## config.mk

```make
export PLATFORM = sky130hd
export DESIGN_NAME = stroke_history_flat
export DESIGN_NICKNAME = d
export VERILOG_FILES = /design/src/rtl/stroke_history_pkg.sv /design/src/rtl/stroke_history_if.sv /design/src/rtl/history_ram.sv /design/src/rtl/stroke_history.sv /design/src/flat_wrapper.sv
export SDC_FILE = /design/constraint.sdc
export NUM_CORES = 1
export LEC_CHECK = 0
export BUFFER_PORTS_ARGS = -buffer_cell sky130_fd_sc_hd__buf_2
export CORE_MARGIN = 3
export CORE_UTILIZATION = 60
export CTS_CLUSTER_DIAMETER = 200
export DETAILED_ROUTE_END_ITERATION = 10
export PLACE_DENSITY_LB_ADDON = 0.2
export SYNTH_ARGS = -nofsm -noshare
export SYNTH_HDL_FRONTEND = slang
export SYNTH_SLANG_ARGS = --single-unit
```

## constraint.sdc

```tcl
create_clock -name clk -period 3.7 [get_ports clk]
set_input_delay 0.185 -clock clk [delete_from_list [all_inputs] [get_ports clk]]
set_output_delay 0.185 -clock clk [all_outputs]
set_load 0.05 [all_outputs]
```

## src/rtl/stroke_history_pkg.sv

```systemverilog
// Shared types for stroke_history: FSM states, history entry layout, pointer helper.
// STROKE_GROUP_EN adds the stroke-start bit to each stored entry.
package stroke_history_pkg;

  localparam int unsigned SH_X_W    = 8;
  localparam int unsigned SH_Y_W    = 8;
  localparam int unsigned SH_C_W    = 3;
  localparam int unsigned SH_DEPTH  = 16;
  localparam int unsigned SH_ADDR_W = $clog2(SH_DEPTH);
  localparam int unsigned SH_PTR_W  = SH_ADDR_W + 1;

  typedef enum logic [1:0] {
    ST_IDLE = 2'd0,
    ST_UNDO = 2'd1,
    ST_REDO = 2'd2
  } state_t;

  typedef struct packed {
`ifdef STROKE_GROUP_EN
    logic              start;
`endif
    logic [SH_X_W-1:0] x;
    logic [SH_Y_W-1:0] y;
    logic [SH_C_W-1:0] col_new;
    logic [SH_C_W-1:0] col_old;
  } entry_t;

  // Distance from b forward to a, wrapping modulo 2^SH_PTR_W.
  function automatic logic [SH_PTR_W-1:0] ptr_diff(input logic [SH_PTR_W-1:0] a,
                                                   input logic [SH_PTR_W-1:0] b);
    return SH_PTR_W'(a - b);
  endfunction

endpackage

```

## src/rtl/stroke_history_if.sv

```systemverilog
// Save-side, replay-side and status signals of stroke_history.
interface stroke_history_if #(
  parameter int unsigned X_W = 8,
  parameter int unsigned Y_W = 8,
  parameter int unsigned C_W = 3
);
  logic           save;
  logic           save_start;
  logic [X_W-1:0] x_in;
  logic [Y_W-1:0] y_in;
  logic [C_W-1:0] col_new;
  logic [C_W-1:0] col_old;
  logic           undo;
  logic           redo;
  logic           out_valid;
  logic           out_ready;
  logic [X_W-1:0] x_out;
  logic [Y_W-1:0] y_out;
  logic [C_W-1:0] col_out;
  logic           out_is_redo;
  logic           busy;
  logic           done;
  logic           can_undo;
  logic           can_redo;
  logic           overflow;
  logic           save_drop;

  modport master (
    output save, save_start, x_in, y_in, col_new, col_old, undo, redo, out_ready,
    input  out_valid, x_out, y_out, col_out, out_is_redo, busy, done,
           can_undo, can_redo, overflow, save_drop
  );

  modport slave (
    input  save, save_start, x_in, y_in, col_new, col_old, undo, redo, out_ready,
    output out_valid, x_out, y_out, col_out, out_is_redo, busy, done,
           can_undo, can_redo, overflow, save_drop
  );

endinterface

```

## src/rtl/history_ram.sv

```systemverilog
// History storage: register array with one write port and two combinational reads.
module history_ram
  import stroke_history_pkg::*;
#(
  parameter  int unsigned DEPTH  = SH_DEPTH,
  localparam int unsigned ADDR_W = $clog2(DEPTH)
) (
  input  logic              clk,
  input  logic              we,
  input  logic [ADDR_W-1:0] waddr,
  input  entry_t            wdata,
  input  logic [ADDR_W-1:0] raddr_a,
  output entry_t            rdata_a_c,
  input  logic [ADDR_W-1:0] raddr_b,
  output entry_t            rdata_b_c
);

  entry_t mem [DEPTH];

  always_ff @(posedge clk) begin
    if (we) begin
      mem[waddr] <= wdata;
    end
  end

  assign rdata_a_c = mem[raddr_a];
  assign rdata_b_c = mem[raddr_b];

endmodule

```

## src/rtl/stroke_history.sv

```systemverilog
// Circular paint history with stroke-wise undo/redo replay over a valid/ready port.
// STROKE_GROUP_EN: when undefined every entry is its own stroke and save_start is ignored.
module stroke_history
  import stroke_history_pkg::*;
#(
  parameter int unsigned X_W   = SH_X_W,
  parameter int unsigned Y_W   = SH_Y_W,
  parameter int unsigned C_W   = SH_C_W,
  parameter int unsigned DEPTH = SH_DEPTH
) (
  input  logic              clk,
  input  logic              rst,
  stroke_history_if.slave   bus
);

  localparam int unsigned PTR_W  = $clog2(DEPTH) + 1;
  localparam int unsigned ADDR_W = $clog2(DEPTH);

  state_t           state_q, state_d;
  logic [PTR_W-1:0] tail_q, tail_d;
  logic [PTR_W-1:0] cursor_q, cursor_d;
  logic [PTR_W-1:0] head_q, head_d;
  logic             overflow_q, overflow_d;
  logic             done_q, done_d;
  logic             save_drop_q, save_drop_d;
  logic             can_undo_q, can_undo_d;
  logic             can_redo_q, can_redo_d;
  logic             busy_q, busy_d;
  logic             out_valid_q, out_valid_d;
  logic             out_is_redo_q, out_is_redo_d;
  logic [X_W-1:0]   x_out_q, x_out_d;
  logic [Y_W-1:0]   y_out_q, y_out_d;
  logic [C_W-1:0]   col_out_q, col_out_d;

  logic             we_c;
  entry_t           wdata_c;
  logic [ADDR_W-1:0] raddr_a_c, raddr_b_c;
  entry_t           rd_a_c, rd_b_c;
  logic             cur_start_c, nxt_start_c;
  logic [PTR_W-1:0] cursor_dec_c, cursor_inc_c;

  history_ram #(.DEPTH(DEPTH)) u_ram (
    .clk       (clk),
    .we        (we_c),
    .waddr     (cursor_q[ADDR_W-1:0]),
    .wdata     (wdata_c),
    .raddr_a   (raddr_a_c),
    .rdata_a_c (rd_a_c),
    .raddr_b   (raddr_b_c),
    .rdata_b_c (rd_b_c)
  );

  assign cursor_dec_c = cursor_q - PTR_W'(1);
  assign cursor_inc_c = cursor_q + PTR_W'(1);

  // Entry being written on a save.
  always_comb begin
    wdata_c         = '0;
`ifdef STROKE_GROUP_EN
    wdata_c.start   = bus.save_start;
`endif
    wdata_c.x       = bus.x_in;
    wdata_c.y       = bus.y_in;
    wdata_c.col_new = bus.col_new;
    wdata_c.col_old = bus.col_old;
  end

  // Port a: entry under the replay head; port b: the one replayed after it.
  always_comb begin
    raddr_a_c = cursor_q[ADDR_W-1:0];
    raddr_b_c = cursor_q[ADDR_W-1:0];
    case (state_q)
      ST_UNDO: begin
        raddr_a_c = ADDR_W'(cursor_dec_c);
        raddr_b_c = ADDR_W'(cursor_q - PTR_W'(2));
      end
      ST_REDO: begin
        raddr_a_c = cursor_q[ADDR_W-1:0];
        raddr_b_c = ADDR_W'(cursor_inc_c);
      end
      default: begin
        raddr_a_c = bus.undo ? ADDR_W'(cursor_dec_c) : cursor_q[ADDR_W-1:0];
        raddr_b_c = cursor_q[ADDR_W-1:0];
      end
    endcase
  end

`ifdef STROKE_GROUP_EN
  assign cur_start_c = rd_a_c.start;
  assign nxt_start_c = rd_b_c.start;
`else
  assign cur_start_c = 1'b1;
  assign nxt_start_c = 1'b1;
  logic unused_save_start;
  assign unused_save_start = bus.save_start;
`endif

  // Next-state, pointer and registered-output logic.
  always_comb begin
    state_d       = state_q;
    tail_d        = tail_q;
    cursor_d      = cursor_q;
    head_d        = head_q;
    overflow_d    = overflow_q;
    done_d        = 1'b0;
    save_drop_d   = bus.save && (state_q != ST_IDLE);
    out_valid_d   = out_valid_q;
    out_is_redo_d = out_is_redo_q;
    x_out_d       = x_out_q;
    y_out_d       = y_out_q;
    col_out_d     = col_out_q;
    we_c          = 1'b0;

    case (state_q)
      ST_IDLE: begin
        if (bus.save) begin
          we_c = 1'b1;
          if (ptr_diff(cursor_q, tail_q) == SH_PTR_W'(DEPTH)) begin
            tail_d     = tail_q + PTR_W'(1);
            overflow_d = 1'b1;
          end
          cursor_d = cursor_inc_c;
          head_d   = cursor_inc_c;
        end else if (bus.undo && (cursor_q != tail_q)) begin
          state_d       = ST_UNDO;
          out_valid_d   = 1'b1;
          out_is_redo_d = 1'b0;
          x_out_d       = rd_a_c.x;
          y_out_d       = rd_a_c.y;
          col_out_d     = rd_a_c.col_old;
        end else if (bus.redo && (head_q != cursor_q)) begin
          state_d       = ST_REDO;
          out_valid_d   = 1'b1;
          out_is_redo_d = 1'b1;
          x_out_d       = rd_a_c.x;
          y_out_d       = rd_a_c.y;
          col_out_d     = rd_a_c.col_new;
        end
      end

      ST_UNDO: begin
        if (out_valid_q && bus.out_ready) begin
          cursor_d = cursor_dec_c;
          if (cur_start_c || (cursor_dec_c == tail_q)) begin
            state_d       = ST_IDLE;
            done_d        = 1'b1;
            out_valid_d   = 1'b0;
            out_is_redo_d = 1'b0;
            x_out_d       = '0;
            y_out_d       = '0;
            col_out_d     = '0;
          end else begin
            x_out_d   = rd_b_c.x;
            y_out_d   = rd_b_c.y;
            col_out_d = rd_b_c.col_old;
          end
        end
      end

      ST_REDO: begin
        if (out_valid_q && bus.out_ready) begin
          cursor_d = cursor_inc_c;
          if ((cursor_inc_c == head_q) || nxt_start_c) begin
            state_d       = ST_IDLE;
            done_d        = 1'b1;
            out_valid_d   = 1'b0;
            out_is_redo_d = 1'b0;
            x_out_d       = '0;
            y_out_d       = '0;
            col_out_d     = '0;
          end else begin
            x_out_d   = rd_b_c.x;
            y_out_d   = rd_b_c.y;
            col_out_d = rd_b_c.col_new;
          end
        end
      end

      default: begin
        state_d     = ST_IDLE;
        out_valid_d = 1'b0;
      end
    endcase

    busy_d     = (state_d != ST_IDLE);
    can_undo_d = (state_d == ST_IDLE) && (cursor_d != tail_d);
    can_redo_d = (state_d == ST_IDLE) && (head_d != cursor_d);
  end

  // Synchronous reset abandons any replay without a done pulse.
  always_ff @(posedge clk) begin
    if (rst) begin
      state_q       <= ST_IDLE;
      tail_q        <= '0;
      cursor_q      <= '0;
      head_q        <= '0;
      overflow_q    <= 1'b0;
      done_q        <= 1'b0;
      save_drop_q   <= 1'b0;
      can_undo_q    <= 1'b0;
      can_redo_q    <= 1'b0;
      busy_q        <= 1'b0;
      out_valid_q   <= 1'b0;
      out_is_redo_q <= 1'b0;
      x_out_q       <= '0;
      y_out_q       <= '0;
      col_out_q     <= '0;
    end else begin
      state_q       <= state_d;
      tail_q        <= tail_d;
      cursor_q      <= cursor_d;
      head_q        <= head_d;
      overflow_q    <= overflow_d;
      done_q        <= done_d;
      save_drop_q   <= save_drop_d;
      can_undo_q    <= can_undo_d;
      can_redo_q    <= can_redo_d;
      busy_q        <= busy_d;
      out_valid_q   <= out_valid_d;
      out_is_redo_q <= out_is_redo_d;
      x_out_q       <= x_out_d;
      y_out_q       <= y_out_d;
      col_out_q     <= col_out_d;
    end
  end

  assign bus.out_valid   = out_valid_q;
  assign bus.out_is_redo = out_is_redo_q;
  assign bus.x_out       = x_out_q;
  assign bus.y_out       = y_out_q;
  assign bus.col_out     = col_out_q;
  assign bus.busy        = busy_q;
  assign bus.done        = done_q;
  assign bus.can_undo    = can_undo_q;
  assign bus.can_redo    = can_redo_q;
  assign bus.overflow    = overflow_q;
  assign bus.save_drop   = save_drop_q;

endmodule
```

## src/flat_wrapper.sv

```systemverilog
// flat-port wrapper written by rule: the top's interface ports become plain ports
module stroke_history_flat import stroke_history_pkg::*;
#(
  parameter int unsigned X_W   = SH_X_W,
  parameter int unsigned Y_W   = SH_Y_W,
  parameter int unsigned C_W   = SH_C_W,
  parameter int unsigned DEPTH = SH_DEPTH
)
  (clk, rst, bus_save, bus_save_start, bus_x_in, bus_y_in, bus_col_new, bus_col_old, bus_undo, bus_redo, bus_out_ready, bus_out_valid, bus_x_out, bus_y_out, bus_col_out, bus_out_is_redo, bus_busy, bus_done, bus_can_undo, bus_can_redo, bus_overflow, bus_save_drop);
  stroke_history_if #(.X_W(X_W), .Y_W(Y_W), .C_W(C_W)) bus_i ();
  input  logic clk;
  input  logic rst;
  input wire logic [$bits(bus_i.save)-1:0] bus_save;
  input wire logic [$bits(bus_i.save_start)-1:0] bus_save_start;
  input wire logic [$bits(bus_i.x_in)-1:0] bus_x_in;
  input wire logic [$bits(bus_i.y_in)-1:0] bus_y_in;
  input wire logic [$bits(bus_i.col_new)-1:0] bus_col_new;
  input wire logic [$bits(bus_i.col_old)-1:0] bus_col_old;
  input wire logic [$bits(bus_i.undo)-1:0] bus_undo;
  input wire logic [$bits(bus_i.redo)-1:0] bus_redo;
  input wire logic [$bits(bus_i.out_ready)-1:0] bus_out_ready;
  output wire logic [$bits(bus_i.out_valid)-1:0] bus_out_valid;
  output wire logic [$bits(bus_i.x_out)-1:0] bus_x_out;
  output wire logic [$bits(bus_i.y_out)-1:0] bus_y_out;
  output wire logic [$bits(bus_i.col_out)-1:0] bus_col_out;
  output wire logic [$bits(bus_i.out_is_redo)-1:0] bus_out_is_redo;
  output wire logic [$bits(bus_i.busy)-1:0] bus_busy;
  output wire logic [$bits(bus_i.done)-1:0] bus_done;
  output wire logic [$bits(bus_i.can_undo)-1:0] bus_can_undo;
  output wire logic [$bits(bus_i.can_redo)-1:0] bus_can_redo;
  output wire logic [$bits(bus_i.overflow)-1:0] bus_overflow;
  output wire logic [$bits(bus_i.save_drop)-1:0] bus_save_drop;
  assign bus_i.save = bus_save;
  assign bus_i.save_start = bus_save_start;
  assign bus_i.x_in = bus_x_in;
  assign bus_i.y_in = bus_y_in;
  assign bus_i.col_new = bus_col_new;
  assign bus_i.col_old = bus_col_old;
  assign bus_i.undo = bus_undo;
  assign bus_i.redo = bus_redo;
  assign bus_i.out_ready = bus_out_ready;
  assign bus_out_valid = bus_i.out_valid;
  assign bus_x_out = bus_i.x_out;
  assign bus_y_out = bus_i.y_out;
  assign bus_col_out = bus_i.col_out;
  assign bus_out_is_redo = bus_i.out_is_redo;
  assign bus_busy = bus_i.busy;
  assign bus_done = bus_i.done;
  assign bus_can_undo = bus_i.can_undo;
  assign bus_can_redo = bus_i.can_redo;
  assign bus_overflow = bus_i.overflow;
  assign bus_save_drop = bus_i.save_drop;
  stroke_history #(.X_W(X_W), .Y_W(Y_W), .C_W(C_W), .DEPTH(DEPTH)) u_core (.clk(clk), .rst(rst), .bus(bus_i));
endmodule
```

==> metrics.txt, run 1 <==
largest area contributor in the netlist edfxtp_1; H-tree depth 2; Post-DRT Antenna Nets 0; Final TNS setup 0 ns; total power draw 15.1 mW; Logic pwr share 0.389; stages on the worst setup path 11; #FFs+latches synth 396; largest net degree at the start of global routing 59; Synth Net Count 1279; die area 29600 um^2; Final Setup Violations 0; FP Rows 60; grt peak-use layer met2; Routability Congestion 0.849; Mapped Area 16600 um^2; Pins Over Slew Limit 0; status complete, no violations; commonest non-fill, non-tap cell in the layout edfxtp_1; CTS Buf Count 40; TritonCTS clock tree built; # port buffers 54; I/O pin cnt 56; share of the synthesized area in the top cell type 0.638; Worst Path Arrival 3.79 ns; Area contributors post-synth edfxtp_1 (64%), dfxtp_1 (5.3%), nand2_1 (4.7%); Clock Sinks 396; Worst Setup Start Kind flop; max_cap viols 0; switching portion of total power 0.370; vias per cell 6.20; Core Area 27000 um^2; clock latency on the worst-skew pair 0.53 ns; CTS root buf clkbuf_16; clock share of power 0.255; cells after synthesis 1237; critical path buffer and inverter count 2; Setup crit end u_core.bus.col_out[0]; Seq/Total Area, Yosys 0.691; Fin. Hold Viols 0; via count 10300; Max FO, Critical Path 53; Setup crit start u_core.state_q[0]; Setup WS post-layout 0.328 ns; reg-to-reg startpoint u_core.state_q[0]; fin util 0.694; Setup CP Type reg -> reg; Worst R2R End u_core.bus.col_out[0]; CTS resizes 0; Pre-antenna DRT Iters 5; post-synthesis cell type count 65; met2 usage 0.416; initial antenna violation count 1; transition time of the tightest slew-check pin 1.23 ns; YS warnings 0; Clk pin slew, worst setup/hold paths 0.06 ns; Max Clock Freq 297 MHz; Fill cells 1805; Final nets 1341; met1 Usage GRT 0.340; pre-CTS WS 0.374 ns; peak supply drop 0.000458 V; first-pass GRT wire length 56.8 mm; all-layer global routing usage 0.253; asr flop ratio synth 0; GR met3 Demand/Resource 0.0489; Slew headroom 0.181; Switch Pwr 5.59 mW; Overflow after GRT 0; Most common cell on crit path mux2i_1; crit-path cells inv_1 > ha_1 > and2b_4 > o211ai_1 > and2_4 > buf_12 > mux2i_1 > mux2i_1 > mux2i_1 > a32oi_1 > a32o_1; Final HPWL DP 21.2 mm; post-CTS setup buffers 0; Setup crit end kind flop; vias in the first global route 10200; Period minus WS final 3.37 ns; slowest CP cell ha_1; chip width 172 um; Post-synth EDFFs 352; Fin Hold WS 0.0260 ns; DIE HEIGHT 172 um; unrepaired setup endpoints after global routing false; slowest stage delay, CP 0.52 ns; Max clock buf depth 3; Worst Path Required 4.12 ns; clock skew 0.0150 ns; sequential power share 0.355; Pwr Density 807 nW/um^2; n_diodes 0; syn avg cell area 13.4 um^2; leakage 6.47 nW; number of DRC markers in iteration 0 1039; Int Pwr 9.53 mW; most frequent cells in the layout edfxtp_1 (352), nand2_1 (208), a211oi_1 (72), buf_2 (54), nand3_1 (49); period utilization 0.911; CP delay by family, top simple AND/OR/NAND/NOR gates; ys flop type edfxtp_1; Area growth syn-to-layout 13.1%; r2r setup slk 0.33 ns; Worst R2R Path Depth 11; HP Class in -> reg; Starting Density 0.613; ratio of cells with drive above 1 in the final layout 0.140; final wirelength 37.2 mm; cts hold-fix bufs 0; WL/cell 22.3 um; number of remaining DRC errors 0
==> through the flow <==
step | instance area, um^2 | instances
finish | 18700 | 1667
CTS | 18700 | 1667
global placement | 17500 | 1598
global route | 18700 | 1667
floorplan | 16600 | 1237
detailed placement | 17500 | 1598
==> state kept, by name, indices dropped and copies added (netlist names) <==
name                    flops
u_core.cursor_q             5
u_core.bus.can_undo         1
u_core.tail_q               5
u_core.bus.save_drop        1
u_core.bus.busy             1
u_core.head_q               5
u_core.bus.can_redo         1
u_core.bus.overflow         1
u_core.u_ram.mem          352
u_core.bus.out_is_redo      1
u_core.bus.out_valid        1
u_core.bus.x_out            8
u_core.bus.done             1
u_core.bus.col_out          3
u_core.bus.y_out            8
u_core.state_q              2
==> cells by family after synthesis <==
family	synth area share
AND/OR/NAND/NOR	0.114
multiplexers	0.0243
XOR/XNOR	0.0129
buffers and inverters	0.0301
AO/OA/AOI/OAI	0.118
adder cells (fa/ha/maj)	0.00982
flip-flops	0.691
==> per-layer routing <==
layer  wire length (um)  share of wire
met1              15300           0.41
met2              18000           0.48
met3               2780          0.075
met4               1070          0.029
met5                 13        0.00035
==> worst min-delay path by stage <==
| stage | depth (start not counted) | to | slack (ns) | start |
|---|---|---|---|---|
| CTS | 1 | u_core.u_ram.mem[7][20] | 0.006 | bus_x_in[6] |
| global route | 1 | u_core.u_ram.mem[15][20] | 0.02 | bus_x_in[6] |
| floorplan | 0 | u_core.u_ram.mem[0][0] | 0.28 | bus_col_old[0] |
| detailed placement | 1 | u_core.bus.x_out[3] | 0.46 | u_core.bus.x_out[3] |
| global placement | 2 | u_core.bus.overflow | 0.45 | u_core.bus.overflow |
| finish | 1 | u_core.u_ram.mem[15][20] | 0.03 | bus_x_in[6] |
==> power groups by stage <==
stage          sequential, mW  combinational (mW)  clock, mW
2_1_floorplan            5.84                3.79          0
3_3_place_gp             5.46                5.74          0
3_5_place_dp             5.47                5.84          0
4_1_cts                  5.38                5.88       3.92
5_1_grt                  5.40                6.40       4.09
6_report                 5.38                5.89       3.86
==> synth_stat cells (3+ instances only) <==
library cell  instances
o31ai_1               4
buf_6                 5
nor2b_1               7
o2111ai_1             4
xor2_1               11
mux2i_1              38
nand2_1             208
a211oi_1             72
and4_1                3
o32ai_1               3
ha_1                 13
inv_1                13
buf_4                 9
a21oi_1              38
and3_1                8
nor4_1                4
a22oi_1               3
clkbuf_1             25
nor3_1                7
buf_1                 6
o211ai_1              3
a211oi_2              5
nand3_1              49
a31oi_1              36
a21o_1                4
and2_0               19
a221oi_1              4
a22o_1               17
and2_1               45
o21ai_0               9
a311oi_1             37
or3_1                 4
edfxtp_1            352
buf_2                40
a32oi_1               4
dfxtp_1              44
xnor2_1               9
nor2_1               41
==> cell type report <==
| cell class | instances | area [um^2] | share of cell area |
|---|---|---|---|
| multi-input cells | 741 | 4680 | 0.250 |
| clock buffers | 51 | 1070 | 0.0573 |
| repair buffers | 106 | 886 | 0.0473 |
| clock inverters | 18 | 176 | 0.00941 |
| inverters | 14 | 52.6 | 0.00280 |
| well taps | 341 | 427 | 0.0228 |
| flip-flops and latches | 396 | 11500 | 0.611 |
(Power assumes the default switching activity.)
==> inputs of run 2 (changes only) <==
--- a/config.mk
+++ b/config.mk
@@ -6,7 +6,7 @@
 export NUM_CORES = 1
 export LEC_CHECK = 0
 export BUFFER_PORTS_ARGS = -buffer_cell sky130_fd_sc_hd__buf_2
-export CORE_MARGIN = 3
+export CORE_MARGIN = 4
 export CORE_UTILIZATION = 60
 export CTS_CLUSTER_DIAMETER = 200
 export DETAILED_ROUTE_END_ITERATION = 10
==> run 2 against run 1 <==
Against the previous run: via count grew 1.1%; clock skew rose by 0.0074 ns; sequential share of layout area shrank 0.086 points; highest routed layer is now met4.
==> metrics.txt, run 2 (synthesis results as in run 1) <==
ratio of cells with drive above 1 in the final layout 0.142 (+0.00162); number of remaining DRC errors 0 (unchanged); Area growth syn-to-layout 13.3%; Fill cells 1860 (+3.0%); Setup crit end kind flop; all-layer global routing usage 0.242 (-0.0104); final wirelength 37.3 mm (+0.31%); vias in the first global route 10200 (+0.41%); Final Setup Violations 0 (unchanged); Worst Path Required 4.16 ns (+0.04 ns); design area 18800 um^2 (+0.14%); Routability Congestion 0.854 (+0.55%); largest net degree at the start of global routing 77 (+31%); Clock Sinks 396 (unchanged); leakage 6.50 nW (+0.40%); clock latency on the worst-skew pair 0.54 ns (about the same); Fin. Hold Viols 0 (unchanged); total power draw 15.4 mW (+1.8%); peak supply drop 0.000555 V (+21%); Worst R2R Path Depth 11 (unchanged); Hold Crit Start bus_col_old[1]; transition time of the tightest slew-check pin 0.867 ns (-0.361 ns); Worst R2R End u_core.bus.col_out[0]; chip width 174 um (+1.2%); Max clock buf depth 3 (unchanged); Worst Path Arrival 3.65 ns (-0.14 ns); worst hold stages 1 (unchanged); slowest stage delay, CP 0.45 ns (-0.07 ns); HP Class in -> reg; Pwr Density 820 nW/um^2 (+1.6%); Final HPWL DP 20.6 mm (-2.9%); r2r setup slk 0.51 ns (+0.18 ns); period utilization 0.863 (-0.0484); TritonCTS clock tree built; non-filler cells, final 1666 (-0.060%); initial antenna violation count 0 (-1); cts hold-fix bufs 0 (unchanged); max_cap viols 0 (unchanged); WL/cell 22.4 um (+0.37%); area taken by multi-input logic gates 4680 um^2 (unchanged); number of DRC markers in iteration 0 1250 (+20%); Placed Instance Area 17400 um^2 (-0.76%); die area 30300 um^2 (+2.3%); # port buffers 54 (unchanged); Max Clock Freq 313 MHz (+5.6%); Core Area 27000 um^2 (unchanged); unrepaired setup endpoints after global routing false; CTS Buf Count 40 (unchanged); Largest Register u_core.u_ram.mem; Largest register FFs 352 (unchanged); n_diodes 0 (unchanged); DIE HEIGHT 174 um (+1.2%); post-CTS setup buffers 0 (unchanged); H-tree depth 2 (unchanged); first-pass GRT wire length 57.5 mm (+1.2%); Overflow after GRT 0 (unchanged); vias per cell 6.28 (+1.2%); Pre-antenna DRT Iters 5 (unchanged); Setup WS post-layout 0.507 ns (+0.179 ns); CTS root buf clkbuf_16; Final TNS setup 0 ns (unchanged); I/O pin cnt 56 (unchanged); Post-DRT Antenna Nets 0 (unchanged); Worst Hold Path EP u_core.u_ram.mem[4][1]; crit-path cells inv_1 > ha_1 > and2b_4 > or3_1 > o21ai_4 > buf_4 > nand2_1 > a21oi_1 > a311oi_1 > o2111ai_1 > a32o_1; Max FO, Critical Path 27 (-49%); sequential cell area 11500 um^2 (unchanged); Worst Setup Start Kind flop; FP Rows 60 (unchanged); commonest non-fill, non-tap cell in the layout edfxtp_1; Pins Over Slew Limit 0 (unchanged); slowest CP cell buf_4; status complete, no violations; Final nets 1335 (-0.45%); Clk pin slew, worst setup/hold paths 0.06 ns (about the same); pre-CTS WS 0.567 ns (+0.193 ns); via count 10500 (+1.1%); Slew headroom 0.422 (+0.241); clock skew 0.0224 ns (+0.00737 ns); CTS resizes 0 (unchanged); reg-to-reg startpoint u_core.state_q[0]; most frequent cells in the layout edfxtp_1 (352), nand2_1 (208), a211oi_1 (72), buf_2 (54), nand3_1 (49); placed cells 1592 (-0.38%); Setup CP Type reg -> reg; Period minus WS final 3.19 ns (-0.179 ns); Starting Density 0.613 (unchanged)
## run 2: changes by cell type in the layout (fill, tap and decap cells not counted), moves of 2 or more
cell	previous run	this run
clkinv_2	7	9
buf_12	18	11
clkbuf_1	9	7
clkbuf_8	1	3
bufinv_16	3	7
## run 2: worst max-delay path: cells and delay by family, from the launching register on
family,cells,cell delay [ns]
AO/OA/AOI/OAI,5,1.04
adder cells (fa/ha/maj),1,0.40
flip-flops,1,0.40
buffers and inverters,2,0.54
AND/OR/NAND/NOR,3,0.74
## run 2: cell type report
class | count | area share
Sequential cell | 396 | 0.610
Multi-Input combinational cell | 741 | 0.249
Clock buffer | 52 | 0.0596
Timing Repair Buffer | 100 | 0.0401
Tap cell | 341 | 0.0227
Clock inverter | 22 | 0.0155
Inverter | 14 | 0.00280
## run 2: how the worst max path moves through the flow
stage / to / depth (start not counted) / startpoint
2_1_floorplan: u_core.bus.col_out[1] / 13 / u_core.state_q[0]
3_3_place_gp: u_core.bus.x_out[2] / 11 / u_core.state_q[1]
3_5_place_dp: u_core.bus.col_out[0] / 11 / u_core.state_q[0]
4_1_cts: u_core.bus.col_out[0] / 11 / u_core.state_q[0]
5_1_grt: u_core.bus.col_out[0] / 12 / u_core.state_q[0]
6_report: u_core.bus.col_out[0] / 11 / u_core.state_q[0]
## run 2: power breakdown
group	total (mW)	switching (mW)	leakage [nW]	internal, mW
sequential	5.38	0.138	3.54	5.24
clock	4.23	1.61	0.696	2.62
combinational	5.78	3.84	2.27	1.95
## run 2: per-layer routing
metal	up-vias	GRT usage	wire length (um)
met4	0	0.0670	874
li1	4806	-	-
met2	395	0.397	18200
met5	-	0	0
met1	5175	0.346	15600
met3	79	0.0341	2640
## run 2: metrics by stage
stage | util | hold slack (ns)
after CTS | 0.694 | 0.00375
after detailed placement | 0.642 | 0.462
after global placement | 0.642 | 0.459
after floorplan | - | 0.284
final | 0.694 | 0.0188
after global routing | 0.694 | 0.0180
